<file path="src/rtl/seg_scan_decoder.sv">
// seg_scan_decoder
//   Samples a multiplexed active-low seven-segment bus and rebuilds the BCD
//   digit shown on each position. A position commits a new code only after
//   STABLE_CNT consecutive identical accepted samples, which rejects ghosting
//   while the anodes switch.
// Ports:
//   clk, rst        clock, synchronous active-high reset
//   sample_en       strobe; an/seg evaluated only when high
//   an[NUM_DIGITS]  anode select, active low (bit i low = position i)
//   seg[6:0]        segments a..g, active low (seg[6]=a)
//   err_clr         clears sticky error flags (a same-cycle set wins)
//   digits          committed code per position, 4 bits each
//   valid           position holds a committed decimal 0..9
//   seg_err         sticky, undecodable pattern committed on that position
//   an_err          sticky, sampled an had more than one bit low
//   update          one-cycle pulse after any commit
//   update_idx      position of the commit that raised update

// One digit position: candidate/count filter plus committed output regs.
module seg_scan_lane #(
  parameter int STABLE_CNT = 3
) (
  input  logic       clk,
  input  logic       rst,
  input  logic       i_acc,
  input  logic       i_clr,
  input  logic [3:0] i_code,
  output logic [3:0] o_digit,
  output logic       o_valid,
  output logic       o_seg_err,
  output logic       o_commit
);
  logic [3:0] r_cand, r_cnt, r_digit;
  logic       r_valid, r_seg_err;
  logic       w_same, w_sat;
  logic [3:0] w_next;

  assign w_same = (i_code == r_cand);
  assign w_sat  = (r_cnt == 4'(STABLE_CNT));
  assign w_next = !w_same ? 4'd1 : (w_sat ? r_cnt : r_cnt + 4'd1);
  // Commit only on the sample that reaches the threshold; a saturated
  // count repeating the same code must not fire again.
  assign o_commit = i_acc && !(w_same && w_sat) && (w_next == 4'(STABLE_CNT));

  always_ff @(posedge clk) begin
    if (rst) begin
      r_cand    <= 4'hF;
      r_cnt     <= 4'd0;
      r_digit   <= 4'hF;
      r_valid   <= 1'b0;
      r_seg_err <= 1'b0;
    end else begin
      if (i_acc) begin
        r_cand <= i_code;
        r_cnt  <= w_next;
      end
      if (o_commit) begin
        r_digit <= i_code;
        r_valid <= (i_code <= 4'd9);
      end
      if (o_commit && i_code == 4'hE) r_seg_err <= 1'b1;
      else if (i_clr)                 r_seg_err <= 1'b0;
    end
  end

  assign o_digit   = r_digit;
  assign o_valid   = r_valid;
  assign o_seg_err = r_seg_err;
endmodule

module seg_scan_decoder #(
  parameter int NUM_DIGITS = 4,
  parameter int STABLE_CNT = 3
) (
  input  logic                    clk,
  input  logic                    rst,
  input  logic                    sample_en,
  input  logic [NUM_DIGITS-1:0]   an,
  input  logic [6:0]              seg,
  input  logic                    err_clr,
  output logic [4*NUM_DIGITS-1:0] digits,
  output logic [NUM_DIGITS-1:0]   valid,
  output logic [NUM_DIGITS-1:0]   seg_err,
  output logic                    an_err,
  output logic                    update,
  output logic [2:0]              update_idx
);
  logic [3:0]                  w_code;
  logic [NUM_DIGITS-1:0]       w_nlow, w_acc, w_commit;
  logic                        w_one, w_multi;
  logic [2:0]                  w_idx;
  logic [NUM_DIGITS-1:0][3:0]  w_digit;
  logic                        r_an_err, r_update;
  logic [2:0]                  r_idx;

  always_comb begin
    case (seg)
      7'b0000001: w_code = 4'd0;
      7'b1001111: w_code = 4'd1;
      7'b0010010: w_code = 4'd2;
      7'b0000110: w_code = 4'd3;
      7'b1001100: w_code = 4'd4;
      7'b0100100: w_code = 4'd5;
      7'b0100000: w_code = 4'd6;
      7'b0001111: w_code = 4'd7;
      7'b0000000: w_code = 4'd8;
      7'b0000100: w_code = 4'd9;
      7'b1111111: w_code = 4'hF;
      default:    w_code = 4'hE;
    endcase
  end

  // Exactly one anode low <=> nonzero with a single set bit in ~an.
  assign w_nlow  = ~an;
  assign w_one   = (w_nlow != '0) && ((w_nlow & (w_nlow - NUM_DIGITS'(1))) == '0);
  assign w_multi = (w_nlow != '0) && !w_one;
  assign w_acc   = (sample_en && w_one) ? w_nlow : '0;

  genvar gi;
  generate
    for (gi = 0; gi < NUM_DIGITS; gi++) begin : g_lane
      seg_scan_lane #(.STABLE_CNT(STABLE_CNT)) u_lane (
        .clk       (clk),
        .rst       (rst),
        .i_acc     (w_acc[gi]),
        .i_clr     (err_clr),
        .i_code    (w_code),
        .o_digit   (w_digit[gi]),
        .o_valid   (valid[gi]),
        .o_seg_err (seg_err[gi]),
        .o_commit  (w_commit[gi])
      );
    end
  endgenerate

  // At most one lane commits per cycle since acceptance is one-hot.
  always_comb begin
    w_idx = 3'd0;
    for (int i = 0; i < NUM_DIGITS; i++)
      if (w_commit[i]) w_idx = 3'(i);
  end

  always_ff @(posedge clk) begin
    if (rst) begin
      r_an_err <= 1'b0;
      r_update <= 1'b0;
      r_idx    <= 3'd0;
    end else begin
      if (sample_en && w_multi) r_an_err <= 1'b1;
      else if (err_clr)         r_an_err <= 1'b0;
      r_update <= |w_commit;
      if (|w_commit) r_idx <= w_idx;
    end
  end

  assign digits     = w_digit;
  assign an_err     = r_an_err;
  assign update     = r_update;
  assign update_idx = r_idx;
endmodule

</file>
<file path="config.mk">
export PLATFORM = sky130hd
export DESIGN_NAME = seg_scan_decoder
export DESIGN_NICKNAME = d
export VERILOG_FILES = /design/src/rtl/seg_scan_decoder.sv
export SDC_FILE = /design/constraint.sdc
export NUM_CORES = 1
export LEC_CHECK = 0
export BUFFER_PORTS_ARGS = -buffer_cell sky130_fd_sc_hd__buf_2
export CAP_MARGIN = 20
export CELL_PAD_IN_SITES_DETAIL_PLACEMENT = 0
export CELL_PAD_IN_SITES_GLOBAL_PLACEMENT = 1
export CORE_MARGIN = 4
export CORE_UTILIZATION = 38
export DETAILED_ROUTE_END_ITERATION = 12
export PLACE_DENSITY = 0.67
export SLEW_MARGIN = 20
export SYNTH_ARGS = -nofsm -noshare
export SYNTH_HDL_FRONTEND = slang
export SYNTH_SLANG_ARGS = --single-unit
</file>
<file path="constraint.sdc">
create_clock -name clk -period 2.8 [get_ports clk]
set_input_delay 0.14 -clock clk [delete_from_list [all_inputs] [get_ports clk]]
set_output_delay 0.14 -clock clk [all_outputs]
set_load 0.02 [all_outputs]
</file>
Word level (Yosys, flattened, before mapping)
Index checks and enable logic that the tools add are counted.
{ "word_totals": {"wordCells": 107, "ramBits": 0, "input_bits": 15, "romBits": 0, "latch_bits": 0, "mem_count": 0, "ff_bits": 61, "out_inout_bits": 29} }
{ "classes": {"reduce_logical": 34, "bitwise": 2, "n_mux": 19, "n_div": 0, "n_mul": 0, "n_lt_le_gt_ge": 1, "n_eq_ne": 23, "add_sub_neg": 5, "shift": 0} }
{ "op_table": {"columns": ["op", "n"], "rows": [
  ["4-bit case mux with 11 select lines", 1],
  ["4-bit two-way mux", 9],
  ["4-bit by 2-bit == test with 1-bit output, second input constant", 8],
  ["7-bit == test, second input constant", 3],
  ["1-bit logical AND", 20],
  ["4-bit by 1-bit adder with 4-bit output, second input constant", 4],
  ["4-bit == test", 4],
  ["7-bit by 3-bit == test with 1-bit output, second input constant", 2],
  ["7-bit by 6-bit == test with 1-bit output, second input constant", 2],
  ["2-bit nonzero test", 5],
  ["7-bit by 1-bit == test with 1-bit output, second input constant", 1],
  ["7-bit by 4-bit == test with 1-bit output, second input constant", 1],
  ["7-bit by 5-bit == test with 1-bit output, second input constant", 1],
  ["7-bit zero test", 1],
  ["1-bit two-way mux", 7],
  ["3-bit two-way mux", 2],
  ["1-bit zero test", 5],
  ["4-bit bitwise AND", 1],
  ["4-bit == test, second input constant", 1],
  ["4-bit less-or-equal comparator, second input constant", 1],
  ["4-bit zero test", 1],
  ["4-bit inverter", 1],
  ["4-bit nonzero test", 1],
  ["4-bit OR reduction", 1],
  ["4-bit by 1-bit subtractor with 4-bit output, second input constant", 1]
]} }

Logic depth before layout (Yosys ltp)
Gate-level depths: netlist of run 1.
{ "logic_depth": {"ltp_word": 12, "ltp_mapped": 10} }

Modules after synthesis
Synthesis of run 1 repeated with hierarchy kept, for this count alone.
{ "unflattened": {"cells_unflattened": 373, "area_unflattened_um2": 3274.4} }
{ "modules_own_cells": {"columns": ["module", "n_inst", "area_per_inst_um2", "seq_area_each_um2", "cells_each"], "rows": [
  ["seg_scan_lane", 4, 701.9, 280.3, 76],
  ["seg_scan_decoder", 1, 466.7, 80.1, 69]
]} }

Worst setup path before layout of run 1
OpenSTA, ideal clock, no wires.
{ "synth_path": {"kind": "input to register", "from": "in seg[0]", "to": "reg g_lane[0].u_lane.r_cnt[1]", "setup_time_ns": 0.074, "path_buffers": 2, "t_arrival_ns": 2.206, "stages": 9, "required_ns": 2.726, "path_slack_ns": 0.520, "cell_sequence": "buf_4 -> or3_4 -> o32ai_4 -> a211oi_4 -> a2111o_1 -> a311oi_2 -> buf_6 -> nand4_1 -> a31oi_1"} }
{ "synth_between": {"elab_chain_cells": 4, "word_cells_on_any_way": 14, "classes_between": "eq/ne: 11; mux: 2; reduce/logical: 1"} }
{ "synth_rtl": {"columns": ["item", "line_no", "source"], "rows": [
  ["start: declaration", "79", "input logic [6:0] seg,"],
  ["7-bit == test (tied with other cells)", "97", "case (seg)"],
  ["4-bit case mux with 11 select lines (*)", "97", null],
  ["4-bit == test (*)", "38", "assign w_same = (i_code == r_cand);"],
  ["4-bit two-way mux (*)", "40", "assign w_next = !w_same ? 4'd1 : (w_sat ? r_cnt : r_cnt + 4'd1);"],
  ["end signal: assignment", "55", "r_cnt <= w_next;"],
  ["end: declaration", "33", "logic [3:0] r_cand, r_cnt, r_digit;"]
]} }
Mark *: on every way between the ends. The rest lies on a longest branch, timed or not.
A chain may end at the register's enable or synchronous reset.

Final worst setup path of run 1
{ "layout_path": {"from": "in seg[3]", "to": "reg g_lane[3].u_lane.r_cnt[0]"} }
{ "layout_between": {"elab_chain_cells": 4, "word_cells_on_any_way": 14, "classes_between": "eq/ne: 11; mux: 2; reduce/logical: 1"} }
{ "layout_rtl": {"columns": ["item", "line_no"], "rows": [
  ["7-bit == test (tied with other cells)", "97"],
  ["4-bit case mux with 11 select lines (*)", "97"],
  ["4-bit == test (*)", "38"],
  ["4-bit two-way mux (*)", "40"],
  ["end signal: assignment", "55"],
  ["end: declaration", "33"]
]} }
Marked as above.

==> flow_metrics.env, run 1 <==
export IMPL_dr_pass1_iters=6
export IMPL_globalplace_congestion=0.845
export IMPL_netlist_cell_type_count=80
export IMPL_peakVddDrop_v=0.000284
export IMPL_timing_rr_start="g_lane[3].u_lane.r_cand[0]"
export IMPL_num_vias=3620
export IMPL_fillers=1011
export IMPL_cts_setup_buffers=0
export IMPL_dieArea_sq_um=11700
export IMPL_die_x_um=108
export IMPL_drtIter0Drc=178
export IMPL_synthMuxAreaShare_pct=0
export IMPL_synthFlopType="dfxtp_1"
export IMPL_hold_buffers=0
export IMPL_synthAdderAreaFrac_pct=1.32
export IMPL_synth_xor_area_share_pct=1.35
export IMPL_reg2reg_depth=7
export IMPL_portBuffers=42
export IMPL_antenna_cells=0
export IMPL_htree_levels=3
export IMPL_netlist_instances=447
export IMPL_grt_start_max_net_pins=31
export IMPL_setup_viol=0
export IMPL_synth_warnings=0
export IMPL_layout_nets=512
export IMPL_cts_tree="yes"
export IMPL_period_share_pct=88.2
export IMPL_drive_gt1_share_pct=23.5
export IMPL_grt_total_usage_pct=18.9
export IMPL_initial_utilization_pct=38.9
export IMPL_synth_yosys_seq_area_share_pct=31.6
export IMPL_crit_path_end_kind="flop"
export IMPL_cts_sinks=60
export IMPL_syn_nets=466
export IMPL_cts_buffers=9
export IMPL_clock_path_buffers=2
export IMPL_rsz0062_at_grt="false"
export IMPL_design_core_area_sq_um=9770
export IMPL_synthArstFlopShare_pct=0
export IMPL_synthTopCellsByArea="dfxtp_1 (32%), o211ai_1 (5.5%), nand2_1 (5.0%)"
export IMPL_viasPerCell=5.75
export IMPL_rows=36
export IMPL_post_synth_top_count_cell="dfxtp_1"
export IMPL_tightest_slew_ns=0.802
export IMPL_drv_slew=0
export IMPL_arrival_ns=2.70
export IMPL_swShare_pct=25.7
export IMPL_max_cap_viol_count=0
export IMPL_maxSlewHeadroom_pct=46.1
export IMPL_min_to="an_err"
export IMPL_cp_start_kind="input pin"
export IMPL_worstSkewPairLatency_ns=0.34
export IMPL_power_leakage_nw=1.72
export IMPL_synth_top_area_cell="dfxtp_1"
export IMPL_min_from="sample_en"
export IMPL_clk_pin_slew_worst_paths_ns=0.07
export IMPL_antenna_found_initial=0
export IMPL_synth_top_family_by_area="simple AND/OR/NAND/NOR gates"
export IMPL_worstPathRequired_ns=3.03
export IMPL_power_density_nw_per_um2=460
export IMPL_grt_pass1_wl_um=17500
export IMPL_post_dp_hpwl_um=7880
export IMPL_synth_enable_flop_cells=0
export IMPL_grt_pass1_vias=3449
export IMPL_overflow=0
export IMPL_crit_path_max_fanout=12
export IMPL_pwr_share_clk_pct=46.2
export IMPL_seq_power_share_pct=42.6
export IMPL_cellInternalPower_mw=1.51
export IMPL_io_pins=44
export IMPL_path_class="input pin to flop"
export IMPL_finalWirelength_um=10600
export IMPL_synth_compound_area_share_pct=29.5
export IMPL_reg2reg_slack_ns=0.60
export IMPL_die_h_um=108
export IMPL_wl_per_cell_um=16.8
export IMPL_cts_root_buf="clkbuf_8"
export IMPL_clock_skew_ns=0.00985
export IMPL_crit_reg2reg_capture="g_lane[3].u_lane.r_cnt[0]"
export IMPL_synthSimpleGateAreaFrac_pct=29.5
export IMPL_ant_nets=0
export IMPL_netlist_area_sq_um=3800
export IMPL_min_delay_path_depth=3
export IMPL_syn2layout_area_growth_pct=16.4
export IMPL_max_freq_mhz=405
export IMPL_ys_ff_latch=60
export IMPL_setup_tns_ns=0
export IMPL_pwr_share_comb_pct=11.2
export IMPL_synth_top_area_share_pct=31.6
export IMPL_synth_avg_cell_area_sq_um=8.50
export IMPL_ctsResizeCount=0
export IMPL_outcome="finished, final reports clean"
export IMPL_synth_commonest_cells="dfxtp_1 (60), nand2_1 (51), nand3_1 (35)"
export IMPL_final_core_util_pct=45.3
export IMPL_hp_class="input pin to flop"
export IMPL_drc_errors=0
export IMPL_p_sw_mw=0.523
export IMPL_hold_violations=0
export IMPL_period_minus_slack_ns=2.47
-- per-layer routing --
| layer | global-route usage, % | share of wire, % | vias to the layer above |
|---|---|---|---|
| li1 | - | - | 1802 |
| met1 | 25.8 | 47 | 1731 |
| met2 | 30.6 | 47 | 79 |
| met3 | 3.70 | 5.0 | 8 |
| met4 | 4.96 | 0.90 | 0 |
| met5 | 0 | 0 | - |
-- cell usage in the layout, fill, tap and decap left out, drive strengths merged, types with 7 or more instances in the layout --
cell and instances:
and3 9, dfxtp 60, nor2 15, o211ai 29
a31oi 15, or3 7, nor3b 10, nor3 17
clkbuf 12, inv 10, nand3 37, a21oi 14
nand4 9, buf 70, a21boi 10, o21ai 15
nand2 52
-- stage by stage --
stage | std cells | instance area, sq um | hold WS, ns | setup slack (ns) | total power [mW]
after detailed placement | 615 | 4190 | 0.445 | 0.0101 | 1.11
after floorplan | 447 | 3800 | 0.310 | 0.520 | 1.04
after global placement | 615 | 4190 | 0.439 | 0.0945 | 1.11
final | 630 | 4420 | 0.121 | 0.330 | 2.04
after global routing | 630 | 4420 | 0.155 | 0.0628 | 2.11
after CTS | 630 | 4420 | 0.112 | 0.359 | 2.05
-- cell type report --
class                           instances  area (sq um)  share of cell area [%]
Clock buffer                           12           165                    3.73
Multi-Input combinational cell        341          2350                    53.1
Sequential cell                        60          1200                    27.2
Clock inverter                          3          68.8                    1.56
Timing Repair Buffer                   70           433                    9.79
Tap cell                              133           166                    3.76
Inverter                               11          41.3                   0.934
-- power by group through the flow --
stage	Clock [mW]	Sequential [mW]	Combinational, mW
4_1_cts	0.959	0.866	0.229
6_report	0.940	0.866	0.229
5_1_grt	0.990	0.867	0.249
2_1_floorplan	0	0.886	0.152
3_3_place_gp	0	0.886	0.224
3_5_place_dp	0	0.886	0.228
-- logic make-up (layout without fill, tap and decap cells) --
kind of cell,count (synthesis),after routing
simple gates,196,196
compound gates,135,135
flops,60,60
buf+inv,46,96
xor+xnor,5,5
fa+ha+maj,4,4
other cells,1,1
-- worst max-delay path by stage --
stage	from	endpoint	cells after the start
final	seg[3]	g_lane[3].u_lane.r_cnt[0]	8
after global routing	seg[3]	g_lane[3].u_lane.o_digit[0]	8
after CTS	seg[3]	g_lane[3].u_lane.o_digit[0]	8
after detailed placement	seg[3]	g_lane[3].u_lane.o_digit[0]	8
after global placement	seg[3]	g_lane[3].u_lane.r_cnt[0]	8
after floorplan	seg[0]	g_lane[0].u_lane.r_cnt[1]	9
-- sequential cells by signal, indices dropped and copies added, names as in the netlist --
| register | cells |
|---|---|
| g_lane.u_lane.r_cnt | 16 |
| g_lane.u_lane.o_valid | 4 |
| g_lane.u_lane.o_digit | 16 |
| g_lane.u_lane.o_seg_err | 4 |
| g_lane.u_lane.r_cand | 16 |
| update | 1 |
| update_idx | 2 |
| an_err | 1 |
-- critical path, stage by stage --
cell	delay, ns
buf_2	0.15
or3_4	0.44
nor3b_2	0.27
a21boi_2	0.45
o21ai_0	0.20
a32oi_2	0.52
a41oi_1	0.22
o221a_2	0.30
Power figures use the tool's default switching activity.
==> inputs of run 2 (changes only) <==
--- a/config.mk
+++ b/config.mk
@@ -10,9 +10,9 @@
 export CELL_PAD_IN_SITES_DETAIL_PLACEMENT = 0
 export CELL_PAD_IN_SITES_GLOBAL_PLACEMENT = 1
 export CORE_MARGIN = 4
-export CORE_UTILIZATION = 38
+export CORE_UTILIZATION = 40
 export DETAILED_ROUTE_END_ITERATION = 12
-export PLACE_DENSITY = 0.67
+export PLACE_DENSITY = 0.81
 export SLEW_MARGIN = 20
 export SYNTH_ARGS = -nofsm -noshare
 export SYNTH_HDL_FRONTEND = slang
==> constraint.sdc (replaced) <==
create_clock -name clk -period 2.25 [get_ports clk]
set_input_delay 0.1125 -clock clk [delete_from_list [all_inputs] [get_ports clk]]
set_output_delay 0.1125 -clock clk [all_outputs]
set_load 0.02 [all_outputs]
==> run 2 against run 1 <==
Effect of this change:
- setup slack got worse by 0.28 ns
- cell count rose by 10%
- sequential cell count did not move
- sequential power rose by 25%
- power rose by 19%
- register-to-register slack got worse by 0.45 ns
- first-iteration DRC count rose by 69%
- worst hold slack got worse by 0.053 ns
- via count rose by 9.3%
- clock power rose by 6.2%
- die area fell by 4.6%
- largest cell class unchanged
- largest power group is now sequential cells
==> flow_metrics.env, run 2 (synthesis results as in run 1) <==
export IMPL_setup_tns_ns=0
export IMPL_cpLargestDelayFamily="compound AO/OA/AOI/OAI gates"
export IMPL_post_dp_cell_area_sq_um=4610
export IMPL_die_h_um=105
export IMPL_path_class="input pin to flop"
export IMPL_finalWirelength_um=11300
export IMPL_antenna_found_initial=0
export IMPL_design_core_area_sq_um=9240
export IMPL_drc_errors=0
export IMPL_crit_slowest_cell="a2111o_1"
export IMPL_finalPower_mw=2.43
export IMPL_cpMostUsedCell="buf_4"
export IMPL_grt_pass1_vias=3686
export IMPL_portBuffers=42
export IMPL_met3_usage_pct=3.92
export IMPL_cts_tree="yes"
export IMPL_seq_area_sq_um=1200
export IMPL_path_buf_inv=3
export IMPL_grt_pass1_wl_um=17600
export IMPL_drtIter0Drc=301
export IMPL_crit_path_max_fanout=7
export IMPL_io_pins=44
export IMPL_setup_slack_ns=0.0531
export IMPL_layout_common_cells="buf_4 (92), dfxtp_1 (60), nand2_1 (50)"
export IMPL_max_cap_viol_count=0
export IMPL_drive_gt1_share_pct=35.1
export IMPL_clock_skew_ns=0.00986
export IMPL_initial_utilization_pct=41.1
export IMPL_rsz0062_at_grt="true"
export IMPL_cts_sinks=60
export IMPL_power_density_nw_per_um2=488
export IMPL_die_x_um=105
export IMPL_post_dp_hpwl_um=8130
export IMPL_rows=35
export IMPL_overflow=0
export IMPL_setup_viol=0
export IMPL_worstPathRequired_ns=2.48
export IMPL_layout_nets=578
export IMPL_htree_levels=3
export IMPL_maxSlewHeadroom_pct=55.1
export IMPL_dieArea_sq_um=11100
export IMPL_power_leakage_nw=2.03
export IMPL_fillers=889
export IMPL_antenna_cells=0
export IMPL_viasPerCell=5.71
export IMPL_grt_use_met2_pct=31.2
export IMPL_peakVddDrop_v=0.000281
export IMPL_outcome="finished, final reports clean"
export IMPL_max_freq_mhz=455
export IMPL_slowest_delay_ns=0.44
export IMPL_worstSkewPairLatency_ns=0.35
export IMPL_multiInputGateArea_sq_um=2450
export IMPL_grt_total_usage_pct=19.3
export IMPL_cts_root_buf="clkbuf_8"
export IMPL_num_vias=3956
export IMPL_globalplace_congestion=0.857
export IMPL_ant_nets=0
export IMPL_crit_path_end_kind="flop"
export IMPL_hp_class="input pin to flop"
export IMPL_grt_start_max_net_pins=31
export IMPL_syn2layout_area_growth_pct=31.0
export IMPL_wl_per_cell_um=16.3
export IMPL_drv_slew=0
export IMPL_clock_path_buffers=2
export IMPL_cp_start_kind="input pin"
export IMPL_final_cell_area_sq_um=4980
export IMPL_dr_pass1_iters=6
export IMPL_place_ws_ns=-0.306
export IMPL_clk_pin_slew_worst_paths_ns=0.08
export IMPL_period_share_pct=97.6
export IMPL_met1_usage_pct=25.4
export IMPL_arrival_ns=2.43
export IMPL_hold_violations=0
export IMPL_layout_commonest_cell="buf_4"
export IMPL_tightest_slew_ns=0.669
export IMPL_cts_buffers=9
export IMPL_top_usage_layer="met2"
export IMPL_crit_chain="buf_2 > or3_4 > o32ai_4 > a211oi_4 > buf_4 > a2111o_1 > a32oi_1 > buf_4 > a221o_1 > o21ai_0"
export IMPL_period_minus_slack_ns=2.20
==> run 2: worst register-to-register path, stage by stage, from the launching register on <==
cell and delay, ns:
dfxtp_1 0.32, ha_1 0.20, nor2b_1 0.17, nor2_1 0.11, nand3_1 0.08, or3_1 0.35, buf_4 0.17, a21oi_1 0.23
buf_4 0.17, a21oi_1 0.06, o21ai_0 0.15
==> run 2: final timing paths <==
path	start	to	slack (ns)	cells after the start
max	seg[6]	update_idx[1]	0.05	10
max reg2reg	g_lane[2].u_lane.r_cnt[0]	g_lane[2].u_lane.o_digit[0]	0.15	10
min	sample_en	an_err	0.07	3
min reg2reg	g_lane[1].u_lane.o_seg_err	g_lane[1].u_lane.o_seg_err	0.45	2
==> run 2: metrics by stage <==
step | hold WS [ns] | util, % | cells
detailed placement | 0.433 | 49.9 | 667
finish | 0.0679 | 53.9 | 693
global route | 0.0855 | 53.9 | 693
floorplan | 0.283 | - | 447
CTS | 0.0612 | 52.1 | 683
global placement | 0.427 | 49.9 | 667
==> run 2: where the power goes <==
group	switching [mW]	internal [mW]	total [mW]
logic	0.203	0.150	0.353
clock network	0.484	0.514	0.998
registers	0.00744	1.07	1.08
total	0.695	1.73	2.43
==> run 2: cell type report <==
cell class,instances,share of cell area (%)
clock buffers,9,2.49
clock inverters,7,1.51
inverters,11,0.830
multi-input cells,342,49.3
flip-flops and latches,60,24.1
well taps,129,3.24
repair buffers,135,18.5
==> run 2: timing repair <==
item                                    CTS  global route
buffers inserted                          0             8
gates resized for setup                   0            25
hold buffers                              0             0
endpoints found under the hold margin     0             0
endpoints found under the setup margin    0            32
==> run 2: layer usage <==
metal / vias to the layer above / share of wire, %
li1: 1939 / -
met1: 1884 / 46
met2: 107 / 47
met3: 26 / 4.8
met4: 0 / 2.3
met5: - / 0
==> inputs of run 3 (changes only) <==
--- a/config.mk
+++ b/config.mk
@@ -10,10 +10,12 @@
 export CELL_PAD_IN_SITES_DETAIL_PLACEMENT = 0
 export CELL_PAD_IN_SITES_GLOBAL_PLACEMENT = 1
 export CORE_MARGIN = 4
-export CORE_UTILIZATION = 40
+export CORE_UTILIZATION = 39
 export DETAILED_ROUTE_END_ITERATION = 12
-export PLACE_DENSITY = 0.81
+export PLACE_DENSITY = 0.8
+export SETUP_SLACK_MARGIN = 0.3
 export SLEW_MARGIN = 20
 export SYNTH_ARGS = -nofsm -noshare
 export SYNTH_HDL_FRONTEND = slang
+export SYNTH_HIERARCHICAL = 1
 export SYNTH_SLANG_ARGS = --single-unit
==> run 3 against run 2 <==
Effect of this change:
- first-iteration DRC count decreased by 69%
- power increased by 1.1%
- sequential cell count unchanged
- clock power increased by 9%
- critical endpoint is now g_lane[2].u_lane/r_cnt[2]
- largest cell class unchanged
- largest power group is now the clock network
==> flow_metrics.env, run 3 <==
export IMPL_outcome="finished, final reports clean"
export IMPL_drc_errors=0
export IMPL_crit_path_max_fanout=8
export IMPL_grt_total_usage_pct=16.9
export IMPL_synth_avg_cell_area_sq_um=8.78
export IMPL_clk_pin_slew_worst_paths_ns=0.07
export IMPL_drive_gt1_share_pct=38.1
export IMPL_netlist_cell_type_count=48
export IMPL_synthTopCellsByArea="dfxtp_1 (37%), xnor2_1 (5.6%), nor2_1 (5.4%)"
export IMPL_grt_pass1_wl_um=13700
export IMPL_cts_buffers=9
export IMPL_cts_tree="yes"
export IMPL_dieArea_sq_um=9930
export IMPL_layout_nets=487
export IMPL_synthMuxAreaShare_pct=4.89
export IMPL_design_core_area_sq_um=8180
export IMPL_die_h_um=99.6
export IMPL_power_density_nw_per_um2=543
export IMPL_max_cap_viol_count=0
export IMPL_clock_skew_ns=0.00937
export IMPL_slowest_delay_ns=0.55
export IMPL_arrival_ns=2.27
export IMPL_period_minus_slack_ns=1.98
export IMPL_ys_ff_latch=60
export IMPL_layout_common_cells="dfxtp_1 (60), buf_4 (50), nor2_1 (46)"
export IMPL_hp_class="input pin to flop"
export IMPL_peakVddDrop_v=0.000235
export IMPL_synth_top_area_share_pct=36.7
export IMPL_antenna_found_initial=0
export IMPL_cts_root_buf="clkbuf_8"
export IMPL_fin_hold_ws_ns=0.108
export IMPL_synthAdderAreaFrac_pct=1.83
export IMPL_netlist_area_sq_um=3270
export IMPL_crit_slowest_cell="or4_4"
export IMPL_crit_path_end_kind="flop"
export IMPL_power_leakage_nw=1.75
export IMPL_overflow=0
export IMPL_max_freq_mhz=504
export IMPL_wl_per_cell_um=14.6
export IMPL_worstPathRequired_ns=2.53
export IMPL_synth_enable_flop_cells=0
export IMPL_post_synth_top_count_cell="dfxtp_1"
export IMPL_syn_nets=392
export IMPL_fillers=759
export IMPL_num_vias=3065
export IMPL_synth_top_area_cell="dfxtp_1"
export IMPL_synth_xor_area_share_pct=5.62
export IMPL_synthFlopType="dfxtp_1"
export IMPL_synthArstFlopShare_pct=0
export IMPL_layout_commonest_cell="dfxtp_1"
export IMPL_rows=33
export IMPL_synth_top_family_by_area="simple AND/OR/NAND/NOR gates"
export IMPL_synth_compound_area_share_pct=16.1
export IMPL_dr_pass1_iters=4
export IMPL_htree_levels=3
export IMPL_die_x_um=99.6
export IMPL_synth_yosys_seq_area_share_pct=36.7
export IMPL_period_share_pct=88.2
export IMPL_crit_chain="buf_2 > or4_4 > nor3_2 > o21ai_1 > o21ai_4 > xnor2_1 > nand4_2 > buf_6 > nor3b_4 > a32o_1"
export IMPL_antenna_cells=0
export IMPL_rsz0062_at_grt="true"
export IMPL_ant_nets=0
export IMPL_drv_slew=0
export IMPL_cts_sinks=60
export IMPL_syn2layout_area_growth_pct=38.2
export IMPL_io_pins=44
export IMPL_path_class="input pin to flop"
export IMPL_synthSimpleGateAreaFrac_pct=30.6
export IMPL_drtIter0Drc=92
export IMPL_maxSlewHeadroom_pct=46.4
export IMPL_reg2reg_slack_ns=0.50
export IMPL_hold_violations=0
export IMPL_tightest_slew_ns=0.804
export IMPL_synth_warnings=6
export IMPL_synth_commonest_cells="dfxtp_1 (60), nor2_1 (47), nor2b_1 (25)"
export IMPL_initial_utilization_pct=40.1
export IMPL_setup_viol=0
export IMPL_grt_pass1_vias=2961
export IMPL_grt_start_max_net_pins=38
export IMPL_post_dp_hpwl_um=5970
export IMPL_clock_path_buffers=2
export IMPL_worstSkewPairLatency_ns=0.34
export IMPL_setup_tns_ns=0
export IMPL_portBuffers=42
export IMPL_finalWirelength_um=8410
export IMPL_netlist_instances=373
export IMPL_globalplace_congestion=0.872
export IMPL_viasPerCell=5.30
export IMPL_cp_start_kind="input pin"
## run 3: cell count changes after synthesis, moves of 8 or more
cell | previous run | this run
mux2i_1 | 0 | 16
clkbuf_1 | 13 | 5
nor2_1 | 15 | 47
o211ai_1 | 28 | 0
xnor2_1 | 3 | 21
a211o_1 | 4 | 12
a211o_2 | 0 | 8
nand3_1 | 35 | 18
a31oi_1 | 15 | 0
nor2b_1 | 6 | 25
buf_4 | 13 | 2
nand2_1 | 51 | 16
## run 3: through the flow
stage               cells  util (%)  power [mW]  area (sq um)  setup slack [ns]
floorplan             373         -        1.25          3350           -0.0488
global placement      552      48.5        1.34          3970           -0.0703
detailed placement    552      48.5        1.34          3970            -0.204
CTS                   572      52.2        2.45          4260             0.305
global route          578      55.4        2.55          4530             0.158
finish                578      55.4        2.46          4530             0.265
## run 3: worst paths after layout
path | start | to | cells after the start
min | sample_en | an_err | 3
max reg2reg | g_lane[0].u_lane/r_cnt[0] | update_idx[0] | 8
max | seg[6] | g_lane[2].u_lane/r_cnt[2] | 10
min reg2reg | g_lane[0].u_lane/o_seg_err | g_lane[0].u_lane/o_seg_err | 2
## run 3: layout make-up
| type | instances | area (sq um) | share of cell area (%) |
|---|---|---|---|
| Inverter | 12 | 45.0 | 0.995 |
| Timing Repair Buffer | 99 | 709 | 15.7 |
| Clock buffer | 10 | 138 | 3.04 |
| Clock inverter | 6 | 87.6 | 1.94 |
| Tap cell | 105 | 131 | 2.90 |
| Sequential cell | 60 | 1200 | 26.5 |
| Multi-Input combinational cell | 286 | 2210 | 48.9 |
## run 3: report_power, final
group | internal, mW | switching, mW
clock | 0.651 | 0.437
sequential | 1.07 | 0.00828
combinational | 0.135 | 0.152
total | 1.86 | 0.598
## run 3: logic make-up (layout without fill, tap and decap cells)
kind of cell,after synthesis,count (layout)
other,1,1
flip-flops,60,60
buffers and inverters,28,127
multiplexers,16,16
AND/OR/NAND/NOR,172,172
adder cells (fa/ha/maj),5,5
AO/OA/AOI/OAI,70,71
XOR/XNOR,21,21
## run 3: repair_timing
item	4_1_cts	5_1_grt
gates cloned	0	1
pin swaps	4	20
endpoints found under the setup margin	35	39
resized for setup	8	43
buffers inserted	4	5
hold buffers	0	0
## run 3: critical path: cells and delay by family
kind | cells | cell delay (ns)
and+or+nand+nor | 4 | 1.09
xor gates and xnor gates | 1 | 0.20
AOI/OAI and AO/OA | 3 | 0.53
buffers and inverters | 2 | 0.33
## run 3: metal layers
metal / vias to the layer above / global-route usage (%) / share of wire (%)
met5: - / 0 / 0
met3: 18 / 3.02 / 3.6
met2: 64 / 28.8 / 49
li1: 1543 / - / -
met4: 0 / 6.20 / 1.3
met1: 1440 / 21.4 / 46
